## config.mk

```make
export PLATFORM = sky130hd
export DESIGN_NAME = seq_pc_controller_flat
export DESIGN_NICKNAME = d
export VERILOG_FILES = /design/src/rtl/seq_pc_controller_pkg.sv /design/src/rtl/seq_pc_controller_if.sv /design/src/rtl/pc_next_calc.sv /design/src/rtl/seq_pc_controller.sv /design/src/flat_wrapper.sv
export SDC_FILE = /design/constraint.sdc
export NUM_CORES = 1
export LEC_CHECK = 0
export ABC_AREA = 0
export BUFFER_PORTS_ARGS = -buffer_cell sky130_fd_sc_hd__buf_2
export CAP_MARGIN = 30
export CORE_MARGIN = 2
export CORE_UTILIZATION = 55
export DETAILED_ROUTE_END_ITERATION = 12
export GPL_TIMING_DRIVEN = 0
export HOLD_SLACK_MARGIN = 0.02
export PLACE_DENSITY = 0.86
export SLEW_MARGIN = 20
export SYNTH_ARGS = -nofsm -noshare
export SYNTH_HDL_FRONTEND = slang
export SYNTH_SLANG_ARGS = --single-unit
```

## constraint.sdc

```tcl
create_clock -name clk -period 4.9 [get_ports clk]
set_input_delay 0.735 -clock clk [delete_from_list [all_inputs] [get_ports clk]]
set_output_delay 0.735 -clock clk [all_outputs]
set_load 0.03 [all_outputs]
```

## src/rtl/seq_pc_controller_pkg.sv

```systemverilog
// seq_ctrl_pkg: shared states and constants for the multi-cycle PC sequencer
package seq_ctrl_pkg;
  typedef enum logic [2:0] {FETCH, DECODE, EXECUTE, MEMORY, WRITEBACK, HALT} state_t;
  localparam logic [6:0] OPC_LOAD = 7'b0000011;
  localparam logic [6:0] OPC_STORE = 7'b0100011;
  localparam logic [31:0] HALT_INSTR = 32'h0;
  localparam logic [63:0] PC_STEP = 64'd4;
  function automatic logic is_mem_op(input logic [6:0] opc);
    return opc == OPC_LOAD || opc == OPC_STORE;
  endfunction
endpackage

```

## src/rtl/seq_pc_controller_if.sv

```systemverilog
// seq_pc_controller_if: instruction/data memory handshake between sequencer and memories
interface seq_pc_controller_if;
  logic imem_req;
  logic imem_ready;
  logic [31:0] instr;
  logic dmem_req;
  logic dmem_ready;
  modport master(output imem_req, dmem_req, input imem_ready, instr, dmem_ready);
  modport slave(input imem_req, dmem_req, output imem_ready, instr, dmem_ready);
endinterface

```

## src/rtl/pc_next_calc.sv

```systemverilog
// pc_next_calc: branch-or-sequential next PC and its alignment check
module pc_next_calc
  import seq_ctrl_pkg::*;
(
  input  logic [63:0] pc,
  input  logic [63:0] imm,
  input  logic        taken,
  output logic [63:0] target,
  output logic        misaligned
);
  always_comb begin
    target = taken ? pc + (imm << 1) : pc + PC_STEP;
    misaligned = |target[1:0];
  end
endmodule

```

## src/rtl/seq_pc_controller.sv

```systemverilog
// seq_pc_controller: five-step instruction sequencer owning the architectural PC
module seq_pc_controller
  import seq_ctrl_pkg::*;
#(
  parameter logic [63:0] RESET_PC = 64'h0
) (
  input  logic                       clk,
  input  logic                       reset,
  seq_pc_controller_if.master        mem,
  input  logic                       branch,
  input  logic                       zero,
  input  logic signed [63:0]         imm,
  output logic [63:0]                pc,
  output logic [31:0]                instr_q,
  output logic                       id_en,
  output logic                       ex_en,
  output logic                       mem_en,
  output logic                       wb_en,
  output logic                       retire,
  output logic                       halted,
  output logic                       misalign,
  output logic [63:0]                retire_cnt
);
  state_t state;
  logic [63:0] target, target_w;
  logic tgt_mis, mis_w;
  pc_next_calc u_next (
    .pc(pc),
    .imm(imm),
    .taken(branch & zero),
    .target(target_w),
    .misaligned(mis_w)
  );
  // imem_req and retire are masked while reset is held so reset reads as all-idle
  always_comb begin
    mem.imem_req = state == FETCH && !reset;
    mem.dmem_req = state == MEMORY;
    id_en = state == DECODE;
    ex_en = state == EXECUTE;
    mem_en = state == MEMORY;
    wb_en = state == WRITEBACK;
    retire = state == WRITEBACK && !reset;
    halted = state == HALT;
  end
  always_ff @(posedge clk) begin
    if (reset) begin
      state <= FETCH;
      pc <= RESET_PC;
      instr_q <= '0;
      retire_cnt <= '0;
      misalign <= 1'b0;
      target <= '0;
      tgt_mis <= 1'b0;
    end else begin
      case (state)
        FETCH: if (mem.imem_ready) begin
          instr_q <= mem.instr;
          state <= mem.instr == HALT_INSTR ? HALT : DECODE;
        end
        DECODE: state <= EXECUTE;
        EXECUTE: begin
          target <= target_w;
          tgt_mis <= mis_w;
          state <= is_mem_op(instr_q[6:0]) ? MEMORY : WRITEBACK;
        end
        MEMORY: if (mem.dmem_ready) state <= WRITEBACK;
        WRITEBACK: begin
          retire_cnt <= retire_cnt + 64'd1;
          if (tgt_mis) begin
            misalign <= 1'b1;
            state <= HALT;
          end else begin
            pc <= target;
            state <= FETCH;
          end
        end
        default: state <= HALT;
      endcase
    end
  end
endmodule

```

## src/flat_wrapper.sv

```systemverilog
// flat-port wrapper written by rule: the top's interface ports become plain ports
module seq_pc_controller_flat import seq_ctrl_pkg::*;
#(
  parameter logic [63:0] RESET_PC = 64'h0
)
  (clk, reset, branch, zero, imm, pc, instr_q, id_en, ex_en, mem_en, wb_en, retire, halted, misalign, retire_cnt, mem_imem_req, mem_dmem_req, mem_imem_ready, mem_instr, mem_dmem_ready);
  seq_pc_controller_if mem_i ();
  input  logic clk;
  input  logic reset;
  input  logic branch;
  input  logic zero;
  input  logic signed [63:0] imm;
  output logic [63:0] pc;
  output logic [31:0] instr_q;
  output logic id_en;
  output logic ex_en;
  output logic mem_en;
  output logic wb_en;
  output logic retire;
  output logic halted;
  output logic misalign;
  output logic [63:0] retire_cnt;
  output wire logic [$bits(mem_i.imem_req)-1:0] mem_imem_req;
  output wire logic [$bits(mem_i.dmem_req)-1:0] mem_dmem_req;
  input wire logic [$bits(mem_i.imem_ready)-1:0] mem_imem_ready;
  input wire logic [$bits(mem_i.instr)-1:0] mem_instr;
  input wire logic [$bits(mem_i.dmem_ready)-1:0] mem_dmem_ready;
  assign mem_imem_req = mem_i.imem_req;
  assign mem_dmem_req = mem_i.dmem_req;
  assign mem_i.imem_ready = mem_imem_ready;
  assign mem_i.instr = mem_instr;
  assign mem_i.dmem_ready = mem_dmem_ready;
  seq_pc_controller #(.RESET_PC(RESET_PC)) u_core (.clk(clk), .reset(reset), .mem(mem_i), .branch(branch), .zero(zero), .imm(imm), .pc(pc), .instr_q(instr_q), .id_en(id_en), .ex_en(ex_en), .mem_en(mem_en), .wb_en(wb_en), .retire(retire), .halted(halted), .misalign(misalign), .retire_cnt(retire_cnt));
endmodule
```

Word-level counts from Yosys, hierarchy flattened. Cells that the tools add are included.

$add $sub $neg: 3. Equality and inequality tests: 9. Multiply operators: 0. Multiplexer cells: 7. Reductions and logical operators: 11. Magnitude comparators: 0. Shifts and indexed selects: 0. Bitwise gates (word level): 2. Divide/modulo/power cells: 0.

Operator list (count): $add 64x1->64 const B (1); $add 64x3->64 const B (1); $add 64x64->64 (1); $mux 64 (1); $logic_not 32->1 (1); $mux 3 (5); $pmux 3 s5 (1); $reduce_and 2->1 (4); $eq 7x2->1 const B (1); $eq 7x6->1 const B (1); $eq 3x2->1 const B (2); $eq 3x3->1 const B (2); $eq 3x1->1 const B (1); $logic_not 3->1 (1); $logic_and 1x1->1 (2); $ne 2x1->1 const B (1); $ne 2x2->1 const B (1); $reduce_or 2->1 (1); $and 1x1->1 (1); $logic_not 1->1 (1); $logic_or 1x1->1 (1); $not 1->1 (1).

Memories: 0. Bits of input ports: 102. Output and inout bits: 169. Logic and storage cells: 39. Memory bits (writable): 0. Bits in latches: 0. Register bits: 229. ROM bits: 0.

Depth between registers and ports, before layout.
Word-level depth: 4. Depth in mapped cells: 14. Mapped depth without buffers: 13.

Cells and area by module. From an unflattened synthesis, not the netlist that was laid out.

Cells, all modules: 1989. Area total of the unflattened synthesis: 14383.8 um^2.

By module, submodules not included: seq_pc_controller (area each 8809.7 um^2, times used 1, sequential area each 4584.4 um^2, cells an instance 1117); pc_next_calc (area each 5574.1 um^2, times used 1, sequential area each 0.0 um^2, cells an instance 872).

Least setup slack after synthesis. Ideal clock, no wire load.

Kind: in2reg. Start point: input imm[0]. End point: register u_core.target[49]. Arrival time: 3.627 ns. Slack: 1.177 ns. Library setup time: 0.095 ns. Cell stages on the path: 13. Path through: ha_1 inv_1 fa_1 nor2b_1 o31ai_1 a211oi_1 o2111ai_1 a2111oi_0 o21bai_1 a2111oi_0 a21boi_0 xnor2_1 a221oi_1.

Word-level cells in the longest chain between the ends: 2.

Ends and longest elaborated chain: start, declared (RTL line flat_wrapper.sv:12) `input logic signed [63:0] imm;`; $add 64x64->64 (RTL line pc_next_calc.sv:12) `target = taken ? pc + (imm << 1) : pc + PC_STEP;`; $mux 64 (RTL line pc_next_calc.sv:12); end signal, assigned (RTL line seq_pc_controller.sv:62) `target <= target_w;`; end, declared (RTL line seq_pc_controller.sv:25) `logic [63:0] target, target_w;`.

Every way passes these cells. A chain may end at the register's enable or synchronous reset.

Worst setup path after layout.
Start point: register u_core.pc[1]. End point: register u_core.target[49].

Word-level cells in the longest chain between the ends: 2.

Ends and longest elaborated chain: start, declared (RTL line seq_pc_controller.sv:13) `output logic [63:0] pc,`; start signal, assigned (RTL line seq_pc_controller.sv:73) `pc <= target;`; $add 64x3->64 or $add 64x64->64 (tied branches) (RTL line pc_next_calc.sv:12); $mux 64 (*) (RTL line pc_next_calc.sv:12).

Mark *: on every way between the ends. The rest lies on a longest branch, timed or not.

==> summary.txt <==
Outcome
  • Status: finished clean

Critical path
  • Critical Path Max Stage Delay: 0.63 ns
  • CP Max Fanout: 4
  • Flop2flop setup slack: 0.48 ns
  • Crit path capture type: flip-flop
  • Buf+Inv Stages, Crit Path: 2
  • CP Class: flip-flop to flip-flop
  • CP Launch Type: flip-flop
  • CP cell instances: ha_1 -> inv_1 -> fa_1 -> nor2b_1 -> o31ai_1 -> a211oi_1 -> o2111ai_1 -> a2111oi_0 -> buf_1 -> o21bai_1 -> a2111oi_4 -> a21boi_0 -> xnor2_1 -> a221oi_1
  • Critical path arrival: 4.84 ns
  • Slowest cell on crit path: a2111oi_4
  • Critical Path RT: 5.32 ns
  • Crit path max-delay family: compound AO/OA/AOI/OAI gates

Synthesis
  • Main combinational cell family by area after synthesis: simple AND/OR/NAND/NOR gates
  • Syn_area_per_cell: 7.52 µm²
  • Post-synthesis mux area share: 0.289%
  • Post-synth top flop: dfxtp_1
  • FF+latch count, synth: 229
  • Synth Net Count: 2,011
  • Compound-Gate Fraction of Synth Area: 21.0%
  • Seq/Total Area, Yosys: 33.1%
  • Post-synth EDFFs: 0
  • Syn. warnings: 0
  • Mapped cell area: 13,900 µm²
  • Netlist cell types: 70
  • Mapped Cells: 1,844
  • Adder-Cell Fraction of Synth Area: 5.92%
  • Simple-gate share of the synthesized area: 25.8%
  • Asr flop ratio synth: 0%
  • Post-synthesis xor/xnor area fraction: 10.1%

STA
  • Fin Setup TNS: 0 ns
  • RSZ-0062 raised after global routing: no
  • Final setup viols: 0
  • Slew HR: 35.4%
  • Final Hold Fails: 0
  • Hold Slack: 0.446 ns
  • Clock Skew: 0.0136 ns
  • Final period utilization: 90.3%
  • Pins Over Slew Limit: 0
  • Measured slew at the worst slew-check pin: 0.960 ns
  • Min cycle time layout: 4.42 ns
  • Fmax: 226 MHz
  • Min setup slack post-route: 0.477 ns

Placement
  • DP Area: 15,600 µm²
  • I/O Buffers: 268
  • RD Place Congestion: 0.963
  • Dpl hpwl: 35,000 µm
  • Place WS: -0.00456 ns

Global route
  • Busiest grt layer: met2
  • Largest net degree at the start of global routing: 14
  • GRT Overall Usage: 33.8%
  • Met2 usage: 56.7%
  • Met1 GRT Util: 41.7%
  • Initial antenna violation count: 1
  • Met3 Resource Use GR: 6.42%
  • Grt ovf: 0
  • Vias in the first global route: 14,200
  • First-pass GRT wire length: 72,400 µm

Die
  • I/O pin total: 271
  • Die H: 163 µm
  • Starting Density: 55.5%
  • Std-Cell Rows: 58
  • Die area: 26,500 µm²
  • Die W: 163 µm
  • Core area: 25,000 µm²

Clocking
  • CTS sink count: 229
  • Clock Latency Late Sink: 0.54 ns
  • Worst-path clk slew: 0.06 ns
  • CTS tree: yes
  • Postcts setup bufs: 0
  • Depth of the CTS H-tree: 1
  • TritonCTS buffer count: 25
  • CTS Buffer Depth: 3
  • Clock Root Buffer: clkbuf_16

Detailed routing
  • DR vias: 15,000
  • DRT iter0 DRCs: 1,432
  • DRC: 0
  • Avg WL per Cell: 18.7 µm
  • Vias per cell: 6.02
  • DRT Pass-1 Iters: 6
  • Final ANT Viol Nets: 0
  • Total wire length: 46,700 µm

Layout
  • Layout cell share with drive strength beyond 1: 15.6%
  • Fillers: 2,199
  • Layout Nets: 2,308
  • Area Overhead vs Synth: 19.3%
  • Most frequent cells in the layout: 351 x nand2_1, 275 x buf_2, 229 x dfxtp_1
  • Commonest non-fill, non-tap cell in the layout: nand2_1
  • Cell area after layout: 16,500 µm²

Power and ir drop
  • Clock power share: 45.3%
  • Share of total power in combinational logic: 11.6%
  • Sequential Power Share: 43.1%
  • Int Power: 3300 µW
  • Pwr Density: 271 nW/µm²
  • Max rail drop VDD: 289 µV
  • Switching share of total power: 26.4%
  • Pleak: 0.00690 µW
  • Net Sw Power: 1180 µW

Hold path
  • Hold Path Class: primary input to flip-flop

Job
  • Max-capacitance violation count: 0
==> Yosys cell counts, drive strengths merged, types with 14 or more instances <==
cell type / instances / area share (%)
nand2: 353 / 9.6
dfxtp: 229 / 33
a21oi: 215 / 7.8
nor2: 164 / 4.4
clkbuf: 95 / 2.6
xor2: 91 / 5.7
xnor2: 69 / 4.4
ha: 64 / 5.8
nand3: 62 / 2.2
o21ai: 62 / 2.3
nand4: 48 / 2.2
a21o: 32 / 1.7
nor3: 32 / 1.2
inv: 27 / 0.73
and3: 24 / 1.1
or3: 23 / 1.0
nor4: 19 / 0.90
o211ai: 19 / 1.0
o21bai: 18 / 1.0
a211oi: 16 / 0.87
buf: 15 / 0.51
o21a: 15 / 0.81
and2: 14 / 0.63
==> timing repair <==
| action | in CTS | in global routing |
|---|---|---|
| endpoints found under the setup margin | 0 | 1 |
| resized for setup | 0 | 1 |
| hold buffers | 0 | 0 |
==> registers in the layout, summed over array words and instances (netlist names) <==
register           flops
u_core.target         64
u_core.pc             64
u_core.instr_q        32
u_core.misalign        1
u_core.retire_cnt     64
u_core.state           3
u_core.tgt_mis         1
==> tightest hold or removal path: stages <==
cell	delay (ns)
buf_2	0.10
nand2_1	0.05
a21oi_1	0.05
==> layer usage <==
layer / wire length [µm] / vias up
met5: 0 / -
met4: 2290 / 0
met3: 3950 / 154
met2: 21700 / 743
met1: 18700 / 6998
li1: - / 7106
==> power by group through the flow <==
| stage | sequential [µW] | clock, µW | combinational, µW |
|---|---|---|---|
| detailed placement | 1980 | 0 | 505 |
| CTS | 1940 | 2040 | 509 |
| global route | 1940 | 2120 | 561 |
| global placement | 1970 | 0 | 497 |
| floorplan | 2020 | 0 | 278 |
| finish | 1940 | 2030 | 519 |
==> cell families (layout without fill, tap and decap cells) <==
| group | Yosys count | in the layout |
|---|---|---|
| compound gates | 462 | 462 |
| xor+xnor | 160 | 160 |
| fa+ha+maj | 65 | 65 |
| buf+inv | 137 | 453 |
| flops | 229 | 229 |
| mux | 4 | 4 |
| other cells | 0 | 1 |
| simple gates | 787 | 787 |
==> layout make-up <==
type | instances | area (µm²) | share of cell area, %
Buffer | 110 | 429 | 2.59
Clock buffer | 38 | 764 | 4.62
Clock inverter | 8 | 133 | 0.801
Multi-Input combinational cell | 1478 | 8770 | 53.0
Antenna cell | 1 | 2.50 | 0.0151
Inverter | 27 | 101 | 0.612
Sequential cell | 229 | 4580 | 27.7
Timing Repair Buffer | 270 | 1350 | 8.16
Tap cell | 330 | 413 | 2.50
==> stage by stage <==
step	power (µW)	util [%]	cells
finish	4490	66.3	2491
global route	4620	66.3	2491
CTS	4490	66.2	2490
detailed placement	2480	62.6	2444
global placement	2470	62.6	2442
floorplan	2290	-	1844
==> final timing paths <==
check | cells past startpoint | end | from
setup / recovery | 14 | u_core.target[49] | u_core.pc[1]
hold / removal | 3 | u_core.instr_q[7] | mem_instr[7]
hold reg to reg | 2 | u_core.pc[28] | u_core.target[28]
setup reg to reg | 14 | u_core.target[49] | u_core.pc[1]
Power figures use the tool's default switching activity.
